$ cat config.mk
export PLATFORM = sky130hd
export DESIGN_NAME = sa_ifmap_skew_feeder
export DESIGN_NICKNAME = d
export VERILOG_FILES = /design/src/rtl/sa_pkg.sv /design/src/rtl/sa_skew_delay_line.sv /design/src/rtl/sa_ifmap_skew_feeder.sv
export SDC_FILE = /design/constraint.sdc
export NUM_CORES = 1
export LEC_CHECK = 0
export CORE_UTILIZATION = 49
export CTS_BUF_LIST = sky130_fd_sc_hd__clkbuf_16
export CTS_CLUSTER_SIZE = 28
export DETAILED_ROUTE_END_ITERATION = 10
export PLACE_DENSITY = 0.79
export SYNTH_ARGS = -nofsm -noshare
export SYNTH_HDL_FRONTEND = slang
export SYNTH_SLANG_ARGS = --single-unit
$ cat constraint.sdc
create_clock -name clk -period 2.8 [get_ports clk]
set_input_delay 0.28 -clock clk [delete_from_list [all_inputs] [get_ports clk]]
set_output_delay 0.28 -clock clk [all_outputs]
set_load 0.01 [all_outputs]
$ cat src/rtl/sa_pkg.sv
// Shared systolic-array definitions: default sizes, the ifmap feeder FSM
// encoding and the lane-slice convention (lane 0 sits in the most significant
// slice of a packed vector).
package sa_pkg;

    localparam int DEF_PE_SIZE    = 2;
    localparam int DEF_DATA_WIDTH = 8;
    localparam int DEF_PSUM_WIDTH = 32;
    localparam int DEF_LEN_WIDTH  = 8;

    localparam logic [1:0] ST_IDLE  = 2'd0;
    localparam logic [1:0] ST_LOAD  = 2'd1;
    localparam logic [1:0] ST_DRAIN = 2'd2;

    typedef enum logic [1:0] {
        S_IDLE  = ST_IDLE,
        S_LOAD  = ST_LOAD,
        S_DRAIN = ST_DRAIN
    } feeder_state_t;

    // LSB position of lane j inside a packed vector of pe_size lanes.
    function automatic int lane_lsb(int lane, int pe_size, int data_width);
        return data_width * (pe_size - lane - 1);
    endfunction

endpackage

$ cat src/rtl/sa_skew_delay_line.sv
// Fixed-depth delay line carrying one lane's data and enable. Data entering
// with enable low is stored as zero, so a bubble always reads as 0/0.
// hold freezes every stage.
module sa_skew_delay_line #(
    parameter int DEPTH      = 1,
    parameter int DATA_WIDTH = 8
) (
    input  logic                  clk,
    input  logic                  rst,
    input  logic                  hold,
    input  logic [DATA_WIDTH-1:0] in_data,
    input  logic                  in_en,
    output logic [DATA_WIDTH-1:0] out_data,
    output logic                  out_en
);

    logic [DATA_WIDTH-1:0] data_q [DEPTH];
    logic [DEPTH-1:0]      en_q;

    // Shift data and enable one stage per cycle unless held.
    always_ff @(posedge clk or posedge rst) begin
        if (rst) begin
            for (int i = 0; i < DEPTH; i++) data_q[i] <= '0;
            en_q <= '0;
        end else if (!hold) begin
            data_q[0] <= in_en ? in_data : '0;
            en_q[0]   <= in_en;
            for (int i = 1; i < DEPTH; i++) begin
                data_q[i] <= data_q[i-1];
                en_q[i]   <= en_q[i-1];
            end
        end
    end

    assign out_data = data_q[DEPTH-1];
    assign out_en   = en_q[DEPTH-1];

endmodule

$ cat src/rtl/sa_ifmap_skew_feeder.sv
// Ifmap skew feeder: accepts one full vector per handshake, delays lane j by
// j+1 cycles so the array sees a diagonal wavefront, frames a tile of len
// vectors and drains the skew before pulsing done_o.
// Optional macro SA_FEEDER_STALL_EN adds stall_i, which freezes the whole
// block and masks enables, load_start and done while asserted.
//
// Handshake: a vector transfers in any cycle where in_valid_i and in_ready_o
// are both high; in_ready_o depends only on FSM state (and stall), never on
// in_valid_i, and in_data_i is only looked at in a transfer cycle.
module sa_ifmap_skew_feeder
    import sa_pkg::*;
#(
    parameter int PE_SIZE    = DEF_PE_SIZE,
    parameter int DATA_WIDTH = DEF_DATA_WIDTH,
    parameter int LEN_WIDTH  = DEF_LEN_WIDTH
) (
    input  logic                          clk,
    input  logic                          rst,
`ifdef SA_FEEDER_STALL_EN
    input  logic                          stall_i,
`endif
    input  logic                          start_i,
    input  logic [LEN_WIDTH-1:0]          len_i,
    input  logic                          in_valid_i,
    output logic                          in_ready_o,
    input  logic [DATA_WIDTH*PE_SIZE-1:0] in_data_i,
    output logic [DATA_WIDTH*PE_SIZE-1:0] ifmap_row_o,
    output logic [PE_SIZE-1:0]            ifmap_en_row_o,
    output logic                          ifmap_load_start_o,
    output logic                          busy_o,
    output logic                          done_o,
    output logic [1:0]                    dbg_state_o
);

    localparam int DRAIN_W = $clog2(PE_SIZE + 1);

    feeder_state_t        state_q;
    logic [LEN_WIDTH-1:0] len_q;
    logic [LEN_WIDTH-1:0] vec_cnt_q;
    logic [DRAIN_W-1:0]   drain_cnt_q;
    logic                 load_start_q;
    logic                 done_q;
    logic                 stall;
    logic                 hs;

`ifdef SA_FEEDER_STALL_EN
    assign stall = stall_i;
`else
    assign stall = 1'b0;
`endif

    assign in_ready_o         = (state_q == S_LOAD) && !stall;
    assign hs                 = in_valid_i && in_ready_o;
    assign busy_o             = (state_q != S_IDLE);
    assign ifmap_load_start_o = load_start_q && !stall;
    assign done_o             = done_q && !stall;
    assign dbg_state_o        = state_q;

    // Tile framing FSM; done is scheduled one cycle early so it lands with
    // the last lane's final element.
    always_ff @(posedge clk or posedge rst) begin
        if (rst) begin
            state_q      <= S_IDLE;
            len_q        <= '0;
            vec_cnt_q    <= '0;
            drain_cnt_q  <= '0;
            load_start_q <= 1'b0;
            done_q       <= 1'b0;
        end else if (!stall) begin
            load_start_q <= 1'b0;
            done_q       <= 1'b0;
            case (state_q)
                S_IDLE: begin
                    if (start_i) begin
                        if (len_i != '0) begin
                            state_q   <= S_LOAD;
                            len_q     <= len_i;
                            vec_cnt_q <= '0;
                        end else begin
                            done_q <= 1'b1;
                        end
                    end
                end
                S_LOAD: begin
                    if (hs) begin
                        load_start_q <= (vec_cnt_q == '0);
                        // Compare against len-1 so len = 2^LEN_WIDTH-1 never wraps.
                        if (vec_cnt_q == len_q - LEN_WIDTH'(1)) begin
                            state_q     <= S_DRAIN;
                            vec_cnt_q   <= '0;
                            drain_cnt_q <= DRAIN_W'(1);
                            done_q      <= (PE_SIZE == 1);
                        end else begin
                            vec_cnt_q <= vec_cnt_q + LEN_WIDTH'(1);
                        end
                    end
                end
                S_DRAIN: begin
                    if (drain_cnt_q == DRAIN_W'(PE_SIZE)) begin
                        state_q     <= S_IDLE;
                        drain_cnt_q <= '0;
                    end else begin
                        drain_cnt_q <= drain_cnt_q + DRAIN_W'(1);
                        done_q      <= (drain_cnt_q == DRAIN_W'(PE_SIZE - 1));
                    end
                end
                default: state_q <= S_IDLE;
            endcase
        end
    end

    // One delay line per lane, depth j+1; non-handshake cycles inject bubbles.
    for (genvar j = 0; j < PE_SIZE; j++) begin : g_lane
        localparam int LSB = lane_lsb(j, PE_SIZE, DATA_WIDTH);
        logic lane_en;

        sa_skew_delay_line #(
            .DEPTH      (j + 1),
            .DATA_WIDTH (DATA_WIDTH)
        ) u_delay (
            .clk      (clk),
            .rst      (rst),
            .hold     (stall),
            .in_data  (in_data_i[LSB +: DATA_WIDTH]),
            .in_en    (hs),
            .out_data (ifmap_row_o[LSB +: DATA_WIDTH]),
            .out_en   (lane_en)
        );

        assign ifmap_en_row_o[PE_SIZE-1-j] = lane_en && !stall;
    end

endmodule

## Yosys cells after proc, flatten, opt, wreduce, memory -nomap -nowiden

Index checks and enable logic that the tools add are counted.

| cells by class | value |
|---|---|
| multiplexer cells | 23 |
| equality and inequality tests | 10 |
| reduce and logical (&&, ||, !) cells | 11 |
| $add $sub $neg | 3 |

Operators by type and width:

| kind | count |
|---|---|
| 8-bit two-way mux | 6 |
| 2-bit two-way mux | 8 |
| 8-bit one-hot mux with 2 select lines | 1 |
| 8-bit by 1-bit adder with 8-bit output, second input constant | 1 |
| 8-bit == test | 1 |
| 8-bit logical NOT | 1 |
| 8-bit nonzero test | 1 |
| 8-bit by 1-bit subtractor with 8-bit output, second input constant | 1 |
| 2-bit != test, second input constant | 3 |
| 2-bit one-hot mux with 3 select lines | 1 |
| 3-bit AND reduction | 2 |
| 2-bit nonzero test | 3 |
| 1-bit two-way mux | 5 |
| 5-bit AND reduction | 1 |
| 2-bit by 1-bit == test with 1-bit output, second input constant | 2 |
| 2-bit == test, second input constant | 2 |
| 2-bit by 1-bit != test with 1-bit output, second input constant | 2 |
| 2-bit one-hot mux with 2 select lines | 1 |
| 4-bit AND reduction | 1 |
| 2-bit by 1-bit adder with 2-bit output, second input constant | 1 |
| 2-bit logical NOT | 1 |
| 1-bit one-hot mux with 2 select lines | 1 |
| 1-bit logical AND | 1 |

| storage, ports and cells | value |
|---|---|
| bits of input ports | 28 |
| logic and storage cells | 58 |
| register bits after elaboration | 49 |
| output and inout port bits | 24 |

## Longest topological paths before layout

| depth | value |
|---|---|
| depth after elaboration | 5 |
| mapped depth | 9 |
| mapped depth without buffers | 8 |

## Cells and area by module

Synthesis repeated with hierarchy kept, for this count alone.

| second synthesis, totals | value |
|---|---|
| cell total of the unflattened synthesis | 212 |
| area total of the unflattened synthesis | 2487.4 um^2 |

By module, submodules not included:

| module | cells each | area an instance (um^2) | seq. area each (um^2) | times used |
|---|---|---|---|---|
| sa_ifmap_skew_feeder | 141 | 1403.8 | 550.5 | 1 |
| sa_skew_delay_line at g_lane[1].u_delay | 49 | 739.5 | 450.4 | 1 |
| sa_skew_delay_line at g_lane[0].u_delay | 22 | 344.1 | 225.2 | 1 |

## Worst setup path after synthesis

Ideal clock, no wire load.

| timing | value |
|---|---|
| kind | reg2reg |
| start | register len_q[0] |
| end | register vec_cnt_q[2] |
| stages on the path, launching flop included | 8 |
| buffers on the path | 1 |
| clock period less this slack | 2.149 ns |
| arrival time | 2.021 ns |
| required time | 2.672 ns |
| setup time | 0.128 ns |
| setup slack | 0.651 ns |
| path through | dfrtp_1 > or4_4 > nor4b_2 > o211ai_1 > a311o_2 > buf_6 > a31oi_4 > o22ai_1 |

| between the ends | value |
|---|---|
| cells in the longest elaborated chain, start to end | 5 |

Ends and longest elaborated chain:

| what | RTL line | RTL |
|---|---|---|
| from (decl) | sa_ifmap_skew_feeder.sv:38 | `logic [LEN_WIDTH-1:0] len_q;` |
| from (signal assigned) | sa_ifmap_skew_feeder.sv:77 | `len_q <= len_i;` |
| 8-bit by 1-bit subtractor with 8-bit output | sa_ifmap_skew_feeder.sv:88 | `if (vec_cnt_q == len_q - LEN_WIDTH'(1)) begin` |
| 8-bit == test | sa_ifmap_skew_feeder.sv:88 |  |
| 8-bit two-way mux | sa_ifmap_skew_feeder.sv:88 |  |
| 8-bit two-way mux | sa_ifmap_skew_feeder.sv:85 | `if (hs) begin` |
| 8-bit one-hot mux with 2 select lines | sa_ifmap_skew_feeder.sv:72 | `case (state_q)` |
| to (signal assigned) | sa_ifmap_skew_feeder.sv:94 | `vec_cnt_q <= vec_cnt_q + LEN_WIDTH'(1);` |
| to (decl) | sa_ifmap_skew_feeder.sv:39 | `logic [LEN_WIDTH-1:0] vec_cnt_q;` |

Every way passes these cells. The select of a mux whose other input is x is not followed.
A chain may end at the register's enable or synchronous reset.

## Worst setup path in the final report

| timing | value |
|---|---|
| start | register len_q[0] |
| end | register vec_cnt_q[7] |

The elaborated chain is that of the path after synthesis.

==> out/metrics.yaml <==
synth:
  syn_area_um2: 2200
  ys_warn_count: 0
  syn_avg_cell_area_um2: 11.0
  ys_seq_elements: 48
  synthFlopType: "dfrtp_1"
  synth_most_common_cell: "dfrtp_1"
  synth_top_cells_by_count: "dfrtp_1 (48), and2_1 (16), inv_1 (16)"
  synth_nets: 230
  synth-async-reset-ratio_pct: 100
  synth_top_area_share_pct: 54.7
  synthCells: 199
  ys_top_cells_by_area: "dfrtp_1 (55%), and2_1 (4.6%), mux2_2 (3.6%)"
  synth_edf_count: 0
  yosysTopAreaCell: "dfrtp_1"
  ys_types: 46
  ys_seq_area_share_pct: 54.7
outcome:
  status: "finished, final reports clean"
final_layout:
  drive_gt1_share_pct: 8.30
  antenna_cells: 0
  syn2layout_area_growth_pct: 27.2
  final_cells: 291
  ff_latch_area_um2: 1200
  fin_util_pct: 67.5
  nets: 272
  multi_input_area_um2: 816
  nFillCells: 328
sta:
  hold_viol: 0
  slew_viol_final: 0
  setup_tns_ns: 0
  tightest_slew_ns: 0.956
  clock.fmax_mhz: 422
  period_share_pct: 84.6
  setup_viol_count_final: 0
  rsz0062_at_grt: "no"
  period_minus_slack_ns: 2.37
  relSlewSlack_pct: 36.2
  fin_skew_ns: 0.00404
detailed_routing:
  first_pass_iters: 4
  vias: 1536
  vias_per_cell: 5.28
  drt_iter0_markers: 110
  postRouteAntennaNets: 0
  drcViolationCount: 0
  wl_per_cell_um: 13.5
  routed_wl_mm: 3.92
clocking:
  cts.clk_slew.worst_paths_ns: 0.06
  cts_num_sinks: 48
  cts_buffers: 5
  cts_root_buffer: "clkbuf_16"
  clk_latency_ns: 0.28
  cts_tree: "built"
  cts_buffer_depth: 2
  cts_resized: 0
  ctsHoldBuffers: 0
  h-tree-depth: 2
  post_cts_buffers: 0
grt:
  grt_pass1_wl_mm: 6.57
  grt_usage_pct: 19.3
  first_global_vias: 1439
  grt_max_degree: 49
  grt-ovfl-total: 0
  antenna_found_initial: 0
floorplan:
  core_um2: 4140
  die_x_um: 69.0
  die-area_um2: 4760
  io_pins: 52
  die_h_um: 69.0
  num_rows: 23
  initial_core_util_pct: 53.0
worst_hold_path:
  hold_start: "g_lane[1].u_delay.data_q[14]"
  hold_path_depth: 0
  hold_class: "register to register"
setup_path:
  end_kind: "register"
  crit_arrival_ns: 2.55
  r2r_cells: 6
  crit_path_max_fanout: 12
  crit_path_start: "len_q[0]"
  worstPathRequired_ns: 2.98
  critPathLaunchType: "register"
  crit_type: "register to register"
  r2r_start: "len_q[0]"
place:
  port_buffers: 51
  dpl.cell_count: 284
  finalWeightedCongestion: 0.829
  hpwlAfterDp_mm: 2.78
flow_run:
  cap_violations: 0
power:
  total_leakage_power_nw: 1.22
  p_per_area_nw_per_um2: 839
  ir_worst_vdd_uv: 626
-- per-stage QoR --
step	area (µm²)	hold WS (ns)	total power (W)	setup WS, ns
global placement	2660	0.331	0.00178	0.474
global route	2800	0.350	0.00251	0.267
detailed placement	2660	0.335	0.00180	0.434
CTS	2800	0.348	0.00236	0.430
finish	2800	0.345	0.00235	0.431
floorplan	2200	0.331	0.00158	0.651
-- final timing paths --
path / slack (ns) / endpoint
worst max-delay path: 0.43 / vec_cnt_q[7]
worst min-delay path: 0.34 / g_lane[1].u_delay.out_data[6]
max in group asynchronous: 1.68 / g_lane[0].u_delay.out_data[6]
worst max register to register: 0.43 / vec_cnt_q[7]
min in group asynchronous: 0.54 / g_lane[1].u_delay.out_data[6]
worst min register to register: 0.34 / g_lane[1].u_delay.out_data[6]
-- area by class of cell --
type                       count  share of cell area (%)
clock buffer                   5                    4.48
clock inverter                 2                   0.448
inverter                      16                    2.15
multi-input combinational    118                    29.2
sequential                    48                    43.0
tap                           50                    2.24
timing repair buffer          52                    18.5
-- routing by layer --
metal	track usage, %	share of wire [%]
met5	0	0
met1	25.4	46
met4	6.63	1.0
met2	30.7	49
met3	5.10	4.1
-- cells in the final DEF (no fill, tap or decap), types with 4 or more instances in the layout --
cell type / synthesis / routed
and2_1: 16 / 16
clkbuf_16: 0 / 5
clkdlybuf4s50_1: 0 / 51
dfrtp_1: 48 / 48
inv_1: 16 / 15
mux2_2: 7 / 7
nand2_1: 14 / 14
nand3_1: 7 / 7
nor2_1: 7 / 7
o21ai_0: 5 / 5
o22ai_1: 4 / 4
xor2_1: 5 / 5
-- registers in the layout, indices dropped and copies added (netlist names) --
name and flops:
g_lane.u_delay.en_q 2, dbg_state_o 2, done_o 1, g_lane.u_delay.data_q 8, len_q 8, ifmap_load_start_o 1
vec_cnt_q 8, drain_cnt_q 2, g_lane.u_delay.out_data 16
-- worst max-delay path: stages, from the launching register on --
cell	delay (ns)
dfrtp_1	0.43
or4_4	0.58
o211ai_1	0.16
a21boi_0	0.21
a311o_2	0.37
nand3b_1	0.22
o311ai_1	0.30
-- where the power goes --
part           switching (W)  leakage (nW)  internal [W]  total [W]
Clock               0.000233        0.0673      0.000324   0.000557
Combinational       0.000340         0.552      0.000389   0.000729
Sequential          0.000208         0.602      0.000852    0.00106
-- cells by family after synthesis --
family / synth area share [%]
simple gates: 18.0
flops: 54.7
buf+inv: 8.20
compound gates: 10.6
xor+xnor: 3.19
mux: 3.59
fa+ha+maj: 1.71
(Power assumes the default switching activity.)
